===== src/rtl/cpu_pkg.sv =====
// Shared types and defaults for the memory arbiter slice.
// Holds the FSM/owner enums, memory geometry defaults and a saturating-increment helper.
package cpu_pkg;

  localparam int MEM_AW = 5;
  localparam int MEM_DW = 8;

  typedef enum logic [1:0] {IDLE, ACC, RSP} arb_state_t;
  typedef enum logic {OWN_CPU, OWN_DBG} owner_t;

  function automatic logic [15:0] sat_inc16(input logic [15:0] v);
    return (v == 16'hFFFF) ? v : v + 16'd1;
  endfunction

endpackage


===== src/rtl/mem_arbiter_if.sv =====
// Bundle of CPU, debug and memory-side signals around the arbiter.
// slave = arbiter side, master = requesters plus memory instance.
interface mem_arbiter_if #(
  parameter int AW = cpu_pkg::MEM_AW,
  parameter int DW = cpu_pkg::MEM_DW
);
  logic          cpu_req;
  logic          cpu_we;
  logic [AW-1:0] cpu_addr;
  logic [DW-1:0] cpu_wdata;
  logic          cpu_gnt;
  logic          cpu_rvalid;

  logic          dbg_req;
  logic          dbg_we;
  logic [AW-1:0] dbg_addr;
  logic [DW-1:0] dbg_wdata;
  logic          dbg_lock;
  logic          dbg_gnt;
  logic          dbg_rvalid;

  logic [DW-1:0] rdata;

  logic          mem_rd;
  logic          mem_wr;
  logic [AW-1:0] mem_add;
  logic [DW-1:0] mem_din;
  logic [DW-1:0] mem_dout;

  modport slave (
    input  cpu_req, cpu_we, cpu_addr, cpu_wdata,
    output cpu_gnt, cpu_rvalid,
    input  dbg_req, dbg_we, dbg_addr, dbg_wdata, dbg_lock,
    output dbg_gnt, dbg_rvalid,
    output rdata,
    output mem_rd, mem_wr, mem_add, mem_din,
    input  mem_dout
  );

  modport master (
    output cpu_req, cpu_we, cpu_addr, cpu_wdata,
    input  cpu_gnt, cpu_rvalid,
    output dbg_req, dbg_we, dbg_addr, dbg_wdata, dbg_lock,
    input  dbg_gnt, dbg_rvalid,
    input  rdata,
    input  mem_rd, mem_wr, mem_add, mem_din,
    output mem_dout
  );
endinterface


===== src/rtl/arb_starve_cnt.sv =====
// Saturating count of arbitration points the debug port lost to the CPU.
// full forces the next debug request through ahead of the CPU.
module arb_starve_cnt #(
  parameter int MAX_WAIT = 4,
  parameter int CW       = 4
) (
  input  logic clk,
  input  logic rst,
  input  logic inc,
  input  logic clr,
  output logic full
);

  logic [CW-1:0] cnt_reg;

  assign full = (cnt_reg == CW'(MAX_WAIT));

  always_ff @(posedge clk or negedge rst) begin
    if (!rst) begin
      cnt_reg <= '0;
    end else if (clr) begin
      cnt_reg <= '0;
    end else if (inc && !full) begin
      cnt_reg <= cnt_reg + 1'b1;
    end
  end

endmodule


===== src/rtl/mem_arbiter.sv =====
// Two-requester arbiter for the single-port program/data memory (CPU priority, debug anti-starvation and lock).
// Optional performance counters are built when MEM_ARBITER_PERF_CNT_EN is defined.
module mem_arbiter
  import cpu_pkg::*;
#(
  parameter int AW       = MEM_AW,
  parameter int DW       = MEM_DW,
  parameter int MAX_WAIT = 4
) (
  input  logic          clk,
  input  logic          rst,
  mem_arbiter_if.slave  bus
`ifdef MEM_ARBITER_PERF_CNT_EN
  ,
  input  logic          perf_clr,
  output logic [15:0]   cpu_acc_cnt,
  output logic [15:0]   dbg_acc_cnt,
  output logic [15:0]   stall_cnt
`endif
);

  arb_state_t    state_reg, state_next;
  owner_t        owner_reg;
  logic          we_reg;
  logic [AW-1:0] addr_reg;
  logic [DW-1:0] wdata_reg;
  logic [DW-1:0] rdata_reg;
  logic          locked_reg;

  logic arb_point, lock_hold, wait_full;
  logic cpu_win, dbg_win, starve_inc;
  logic cpu_gnt_w, dbg_gnt_w, rd_rsp;

  assign arb_point  = (state_reg == IDLE) || (state_reg == RSP);
  // Lock only survives an arbitration point while dbg_lock is still high.
  assign lock_hold  = locked_reg && bus.dbg_lock;
  assign starve_inc = cpu_win && bus.dbg_req;

  always_comb begin
    cpu_win = 1'b0;
    dbg_win = 1'b0;
    if (arb_point) begin
      if (lock_hold) begin
        dbg_win = bus.dbg_req;
      end else if (wait_full && bus.dbg_req) begin
        dbg_win = 1'b1;
      end else if (bus.cpu_req) begin
        cpu_win = 1'b1;
      end else if (bus.dbg_req) begin
        dbg_win = 1'b1;
      end
    end
  end

  arb_starve_cnt #(
    .MAX_WAIT (MAX_WAIT),
    .CW       (4)
  ) u_starve (
    .clk  (clk),
    .rst  (rst),
    .inc  (starve_inc),
    .clr  (dbg_win),
    .full (wait_full)
  );

  always_ff @(posedge clk or negedge rst) begin
    if (!rst) begin
      state_reg <= IDLE;
    end else begin
      state_reg <= state_next;
    end
  end

  always_comb begin
    state_next = state_reg;
    case (state_reg)
      IDLE, RSP: state_next = (cpu_win || dbg_win) ? ACC : IDLE;
      ACC:       state_next = RSP;
      default:   state_next = IDLE;
    endcase
  end

  always_ff @(posedge clk or negedge rst) begin
    if (!rst) begin
      owner_reg  <= OWN_CPU;
      we_reg     <= 1'b0;
      addr_reg   <= '0;
      wdata_reg  <= '0;
      locked_reg <= 1'b0;
      rdata_reg  <= '0;
    end else begin
      if (cpu_win) begin
        owner_reg <= OWN_CPU;
        we_reg    <= bus.cpu_we;
        addr_reg  <= bus.cpu_addr;
        wdata_reg <= bus.cpu_wdata;
      end else if (dbg_win) begin
        owner_reg <= OWN_DBG;
        we_reg    <= bus.dbg_we;
        addr_reg  <= bus.dbg_addr;
        wdata_reg <= bus.dbg_wdata;
      end
      if (arb_point) begin
        locked_reg <= dbg_win ? bus.dbg_lock : lock_hold;
      end
      if (rd_rsp) begin
        rdata_reg <= bus.mem_dout;
      end
    end
  end

  // Outputs decode from registered state so an async reset clears them at once.
  always_comb begin
    cpu_gnt_w      = (state_reg == ACC) && (owner_reg == OWN_CPU);
    dbg_gnt_w      = (state_reg == ACC) && (owner_reg == OWN_DBG);
    rd_rsp         = (state_reg == RSP) && !we_reg;
    bus.cpu_gnt    = cpu_gnt_w;
    bus.dbg_gnt    = dbg_gnt_w;
    bus.mem_rd     = (state_reg == ACC) && !we_reg;
    bus.mem_wr     = (state_reg == ACC) && we_reg;
    bus.mem_add    = (state_reg == ACC) ? addr_reg : '0;
    bus.mem_din    = ((state_reg == ACC) && we_reg) ? wdata_reg : '0;
    bus.cpu_rvalid = rd_rsp && (owner_reg == OWN_CPU);
    bus.dbg_rvalid = rd_rsp && (owner_reg == OWN_DBG);
    bus.rdata      = rd_rsp ? bus.mem_dout : rdata_reg;
  end

`ifdef MEM_ARBITER_PERF_CNT_EN
  always_ff @(posedge clk or negedge rst) begin
    if (!rst) begin
      cpu_acc_cnt <= '0;
      dbg_acc_cnt <= '0;
      stall_cnt   <= '0;
    end else if (perf_clr) begin
      cpu_acc_cnt <= '0;
      dbg_acc_cnt <= '0;
      stall_cnt   <= '0;
    end else begin
      if (cpu_gnt_w) cpu_acc_cnt <= sat_inc16(cpu_acc_cnt);
      if (dbg_gnt_w) dbg_acc_cnt <= sat_inc16(dbg_acc_cnt);
      if (bus.cpu_req && !cpu_gnt_w) stall_cnt <= sat_inc16(stall_cnt);
    end
  end
`endif

endmodule

===== src/flat_wrapper.sv =====
// flat-port wrapper written by rule: the top's interface ports become plain ports
module mem_arbiter_flat import cpu_pkg::*;
#(
  parameter int AW       = MEM_AW,
  parameter int DW       = MEM_DW,
  parameter int MAX_WAIT = 4
)
  (clk, rst, bus_cpu_req, bus_cpu_we, bus_cpu_addr, bus_cpu_wdata, bus_cpu_gnt, bus_cpu_rvalid, bus_dbg_req, bus_dbg_we, bus_dbg_addr, bus_dbg_wdata, bus_dbg_lock, bus_dbg_gnt, bus_dbg_rvalid, bus_rdata, bus_mem_rd, bus_mem_wr, bus_mem_add, bus_mem_din, bus_mem_dout);
  mem_arbiter_if #(.AW(AW), .DW(DW)) bus_i ();
  input  logic clk;
  input  logic rst;
  input wire logic [$bits(bus_i.cpu_req)-1:0] bus_cpu_req;
  input wire logic [$bits(bus_i.cpu_we)-1:0] bus_cpu_we;
  input wire logic [$bits(bus_i.cpu_addr)-1:0] bus_cpu_addr;
  input wire logic [$bits(bus_i.cpu_wdata)-1:0] bus_cpu_wdata;
  output wire logic [$bits(bus_i.cpu_gnt)-1:0] bus_cpu_gnt;
  output wire logic [$bits(bus_i.cpu_rvalid)-1:0] bus_cpu_rvalid;
  input wire logic [$bits(bus_i.dbg_req)-1:0] bus_dbg_req;
  input wire logic [$bits(bus_i.dbg_we)-1:0] bus_dbg_we;
  input wire logic [$bits(bus_i.dbg_addr)-1:0] bus_dbg_addr;
  input wire logic [$bits(bus_i.dbg_wdata)-1:0] bus_dbg_wdata;
  input wire logic [$bits(bus_i.dbg_lock)-1:0] bus_dbg_lock;
  output wire logic [$bits(bus_i.dbg_gnt)-1:0] bus_dbg_gnt;
  output wire logic [$bits(bus_i.dbg_rvalid)-1:0] bus_dbg_rvalid;
  output wire logic [$bits(bus_i.rdata)-1:0] bus_rdata;
  output wire logic [$bits(bus_i.mem_rd)-1:0] bus_mem_rd;
  output wire logic [$bits(bus_i.mem_wr)-1:0] bus_mem_wr;
  output wire logic [$bits(bus_i.mem_add)-1:0] bus_mem_add;
  output wire logic [$bits(bus_i.mem_din)-1:0] bus_mem_din;
  input wire logic [$bits(bus_i.mem_dout)-1:0] bus_mem_dout;
  assign bus_i.cpu_req = bus_cpu_req;
  assign bus_i.cpu_we = bus_cpu_we;
  assign bus_i.cpu_addr = bus_cpu_addr;
  assign bus_i.cpu_wdata = bus_cpu_wdata;
  assign bus_cpu_gnt = bus_i.cpu_gnt;
  assign bus_cpu_rvalid = bus_i.cpu_rvalid;
  assign bus_i.dbg_req = bus_dbg_req;
  assign bus_i.dbg_we = bus_dbg_we;
  assign bus_i.dbg_addr = bus_dbg_addr;
  assign bus_i.dbg_wdata = bus_dbg_wdata;
  assign bus_i.dbg_lock = bus_dbg_lock;
  assign bus_dbg_gnt = bus_i.dbg_gnt;
  assign bus_dbg_rvalid = bus_i.dbg_rvalid;
  assign bus_rdata = bus_i.rdata;
  assign bus_mem_rd = bus_i.mem_rd;
  assign bus_mem_wr = bus_i.mem_wr;
  assign bus_mem_add = bus_i.mem_add;
  assign bus_mem_din = bus_i.mem_din;
  assign bus_i.mem_dout = bus_mem_dout;
  mem_arbiter #(.AW(AW), .DW(DW), .MAX_WAIT(MAX_WAIT)) u_core (.clk(clk), .rst(rst), .bus(bus_i));
endmodule

===== config.mk =====
export PLATFORM = sky130hd
export DESIGN_NAME = mem_arbiter_flat
export DESIGN_NICKNAME = d
export VERILOG_FILES = /design/src/rtl/cpu_pkg.sv /design/src/rtl/mem_arbiter_if.sv /design/src/rtl/arb_starve_cnt.sv /design/src/rtl/mem_arbiter.sv /design/src/flat_wrapper.sv
export SDC_FILE = /design/constraint.sdc
export NUM_CORES = 1
export LEC_CHECK = 0
export CAP_MARGIN = 5
export CORE_MARGIN = 8
export CORE_UTILIZATION = 42
export DETAILED_ROUTE_END_ITERATION = 10
export GPL_ROUTABILITY_DRIVEN = 1
export PLACE_DENSITY = 0.85
export SKIP_LAST_GASP = 1
export SYNTH_ARGS = -nofsm -noshare
export SYNTH_HDL_FRONTEND = slang
export SYNTH_HIERARCHICAL = 1
export SYNTH_SLANG_ARGS = --single-unit

===== constraint.sdc =====
create_clock -name clk -period 2.6 [get_ports clk]
set_input_delay 0.26 -clock clk [delete_from_list [all_inputs] [get_ports clk]]
set_output_delay 0.26 -clock clk [all_outputs]
set_load 0.01 [all_outputs]

==> results.md <==
* Status: completed
* Synth cell count leaders: 30 x dfrtp_1, 18 x a21oi_1, 17 x nand3_1
* Reg2reg start: u_core/u_starve/cnt_reg[0]$_DFFE_PN0P_
* TNS Setup at 0 ns
* Clock Tree Buf Depth at 2
* Relative slew margins at 0.709
* Post-synth top area cell: dfrtp_1
* Peak Freq at ~410 MHz
* Initial antenna violation count at 0
* Setup violators final at 0
* I/O Buffers at 67
* Initial DRC Count at around 120
* Starting Density at 0.441
* Syn Inst Count at about 160
* GPL Wtd Cong at 0.786
* Grt ovf at 0
* Tmin final at around 2.4 ns
* Global-route wire length before repair at 7.67 mm
* Worst setup EP type: output port
* Crit-path max FO at 9
* Root buffer cell: clkbuf_8
* Post-synth EDFFs at 0
* Sequential fraction of the synthesis area at 0.462
* Initial DRT Pass Iterations at 4
* Post-synthesis register bit count at 30
* Final WL at slightly below 5 mm
* Vias per cell at roughly 5.5
* Nets@finish at 270
* PostCTS Resize Cnt at 0
* Chip Width at between 70 and 80 um
* Via count at between 1500 and 2000
* Mapped Area at about 0.0016 mm2
* Post-synth ARST share at 1.00
* Worst setup SP type: register
* Total track usage at 0.156
* Mapped Nets at about 200
* TritonCTS clock tree: built
* Register-to-register setup slack at ~0.49 ns
* Area Growth Syn to Fin at 48.7%
* # hold bufs at CTS at 0
* Core outline area at ~0.0037 mm2
* Final core area utilization at 0.655
* CTS HTree Levels at 2
* Yosys cell types at 35
* Fin. max-slew vios at 0
* VDD IR-drop max at roughly 0.42 mV
* Worst-skew pair later-pin latency at ~0.28 ns
* Slew @ Worst Pin at about 0.43 ns
* DP HPWL at 3.57 mm
* N_diodes at 0
* Number of global-route vias before repair at 1545
* Synth area leaders: dfrtp_1 46%, a31oi_2 6.9%, a21oi_1 5.5%, mux2_2 5.5%, nand3_1 5.2%
* Syn_area_per_cell at between 10 and 15 um2
* Pin count of the biggest net entering global routing at 31
* Number of remaining DRC errors at 0
* CP Data Arrival Time at 2.17 ns
* Crit Path Class: register to output port
* Top-area cell type share of the netlist area at 0.462
* DR WL/cell at roughly 18 um
* Fillers at about 310
* R2R cell count at 9
* Reg2reg end: u_core/u_starve/cnt_reg[3]$_DFFE_PN0P_
* Max-cap violations at 0
* Clk sinks at 30
* Hold/Removal Path Class: primary input to async pin
* Die area at a little over 0.006 mm2
* Post-CTS Setup Bufs at 0
* Pwr dens at roughly 850 mW/mm2
* Die Ht at a little under 80 um
* Static leakage at between 0.9 and 1 nW
* Multi-input gate area at 792 um2
* WP data required at approximately 2.3 ns
* Max Clock Skew at ~0.0078 ns
* Row count at 22
* Count leader, synth: dfrtp_1
* Ys Warns at 6
* WHS at ~0.36 ns
* Main synth FF type: dfrtp_1
* Sequential cell area at between 700 and 800 um2
* Io pins at 68
* Clock-pin slew on the worst setup and hold paths at around 0.060 ns
* Layout cell share with drive strength beyond 1 at 0.168
* Num CTS Buffers at 5
* Tcrit/Tclk final at 0.936
* Final hold violations at 0
* Final ANT Viol Nets at 0
* Unrepaired setup endpoints after global routing: false
## layout by cell type, fill, tap and decap left out, drive strengths merged
cell	instances
clkdlybuf4s50	67
nor3b	1
buf	6
nor2	2
ha	2
clkbuf	6
nor2b	1
a31oi	14
o21ba	1
a21oi	19
or3	1
a21boi	1
and3	9
a2bb2oi	1
nand3	17
inv	4
dfrtp	30
nand3b	2
nand4	1
and2	9
a21o	3
o22a	1
o21ai	14
a21bo	1
nor3	3
nand2	1
mux2	8
o211a	1
## layer usage
| metal | global-route usage | vias up | routed length, um |
|---|---|---|---|
| met2 | 0.260 | 52 | 2370 |
| met3 | 0.0581 | 7 | 339 |
| met1 | 0.177 | 722 | 2010 |
| met5 | 0 | - | 0 |
| met4 | 0.0593 | 0 | 86 |
| li1 | - | 726 | - |
## through the flow
step           worst slack [ns]  area (um2)  cells  power, mW
2_1_floorplan             0.480        1630    158       1.25
3_3_place_gp              0.572        2330    268       1.65
3_5_place_dp              0.505        2330    268       1.70
4_1_cts                   0.174        2420    274       2.07
5_1_grt                  0.0231        2420    274       2.18
6_report                  0.165        2420    274       2.06
## how the worst max path moves through the flow
stage	from	to	slack (ns)
2_1_floorplan	u_core/u_starve/cnt_reg[0]$_DFFE_PN0P_	u_core/u_starve/cnt_reg[3]$_DFFE_PN0P_	0.48
3_5_place_dp	u_core/state_reg[0]$_DFF_PN0_	bus_mem_din[7]	0.51
4_1_cts	u_core/state_reg[0]$_DFF_PN0_	bus_mem_din[7]	0.17
5_1_grt	u_core/state_reg[0]$_DFF_PN0_	bus_mem_din[7]	0.02
6_report	u_core/state_reg[0]$_DFF_PN0_	bus_mem_din[7]	0.17
3_3_place_gp	u_core/state_reg[0]$_DFF_PN0_	bus_mem_din[7]	0.57
## critical path, cell delays in order, from the launching register on
cell and delay, ns:
dfrtp_1 0.44, inv_1 0.12, nor2_1 0.36, buf_4 0.23
and3_1 0.19, clkdlybuf4s50_1 0.54
## kinds of logic after synthesis
family / count (synthesis) / synth area share
flip-flops: 30 / 0.462
adder cells (fa/ha/maj): 2 / 0.0154
buffers and inverters: 15 / 0.0508
multiplexers: 8 / 0.0554
AO/OA/AOI/OAI: 56 / 0.244
AND/OR/NAND/NOR: 47 / 0.172
## power by group
part | switching, mW | total [mW] | internal (mW)
clock network | 0.166 | 0.369 | 0.204
logic | 0.431 | 0.940 | 0.509
registers | 0.106 | 0.749 | 0.642
total | 0.703 | 2.06 | 1.35
## cell type report
cell class,instances,share of cell area
sequential,30,0.311
multi-input combinational,113,0.328
tap,48,0.0249
clock buffer,6,0.0342
inverter,4,0.00621
timing repair buffer,73,0.296
(Power assumes the default switching activity.)
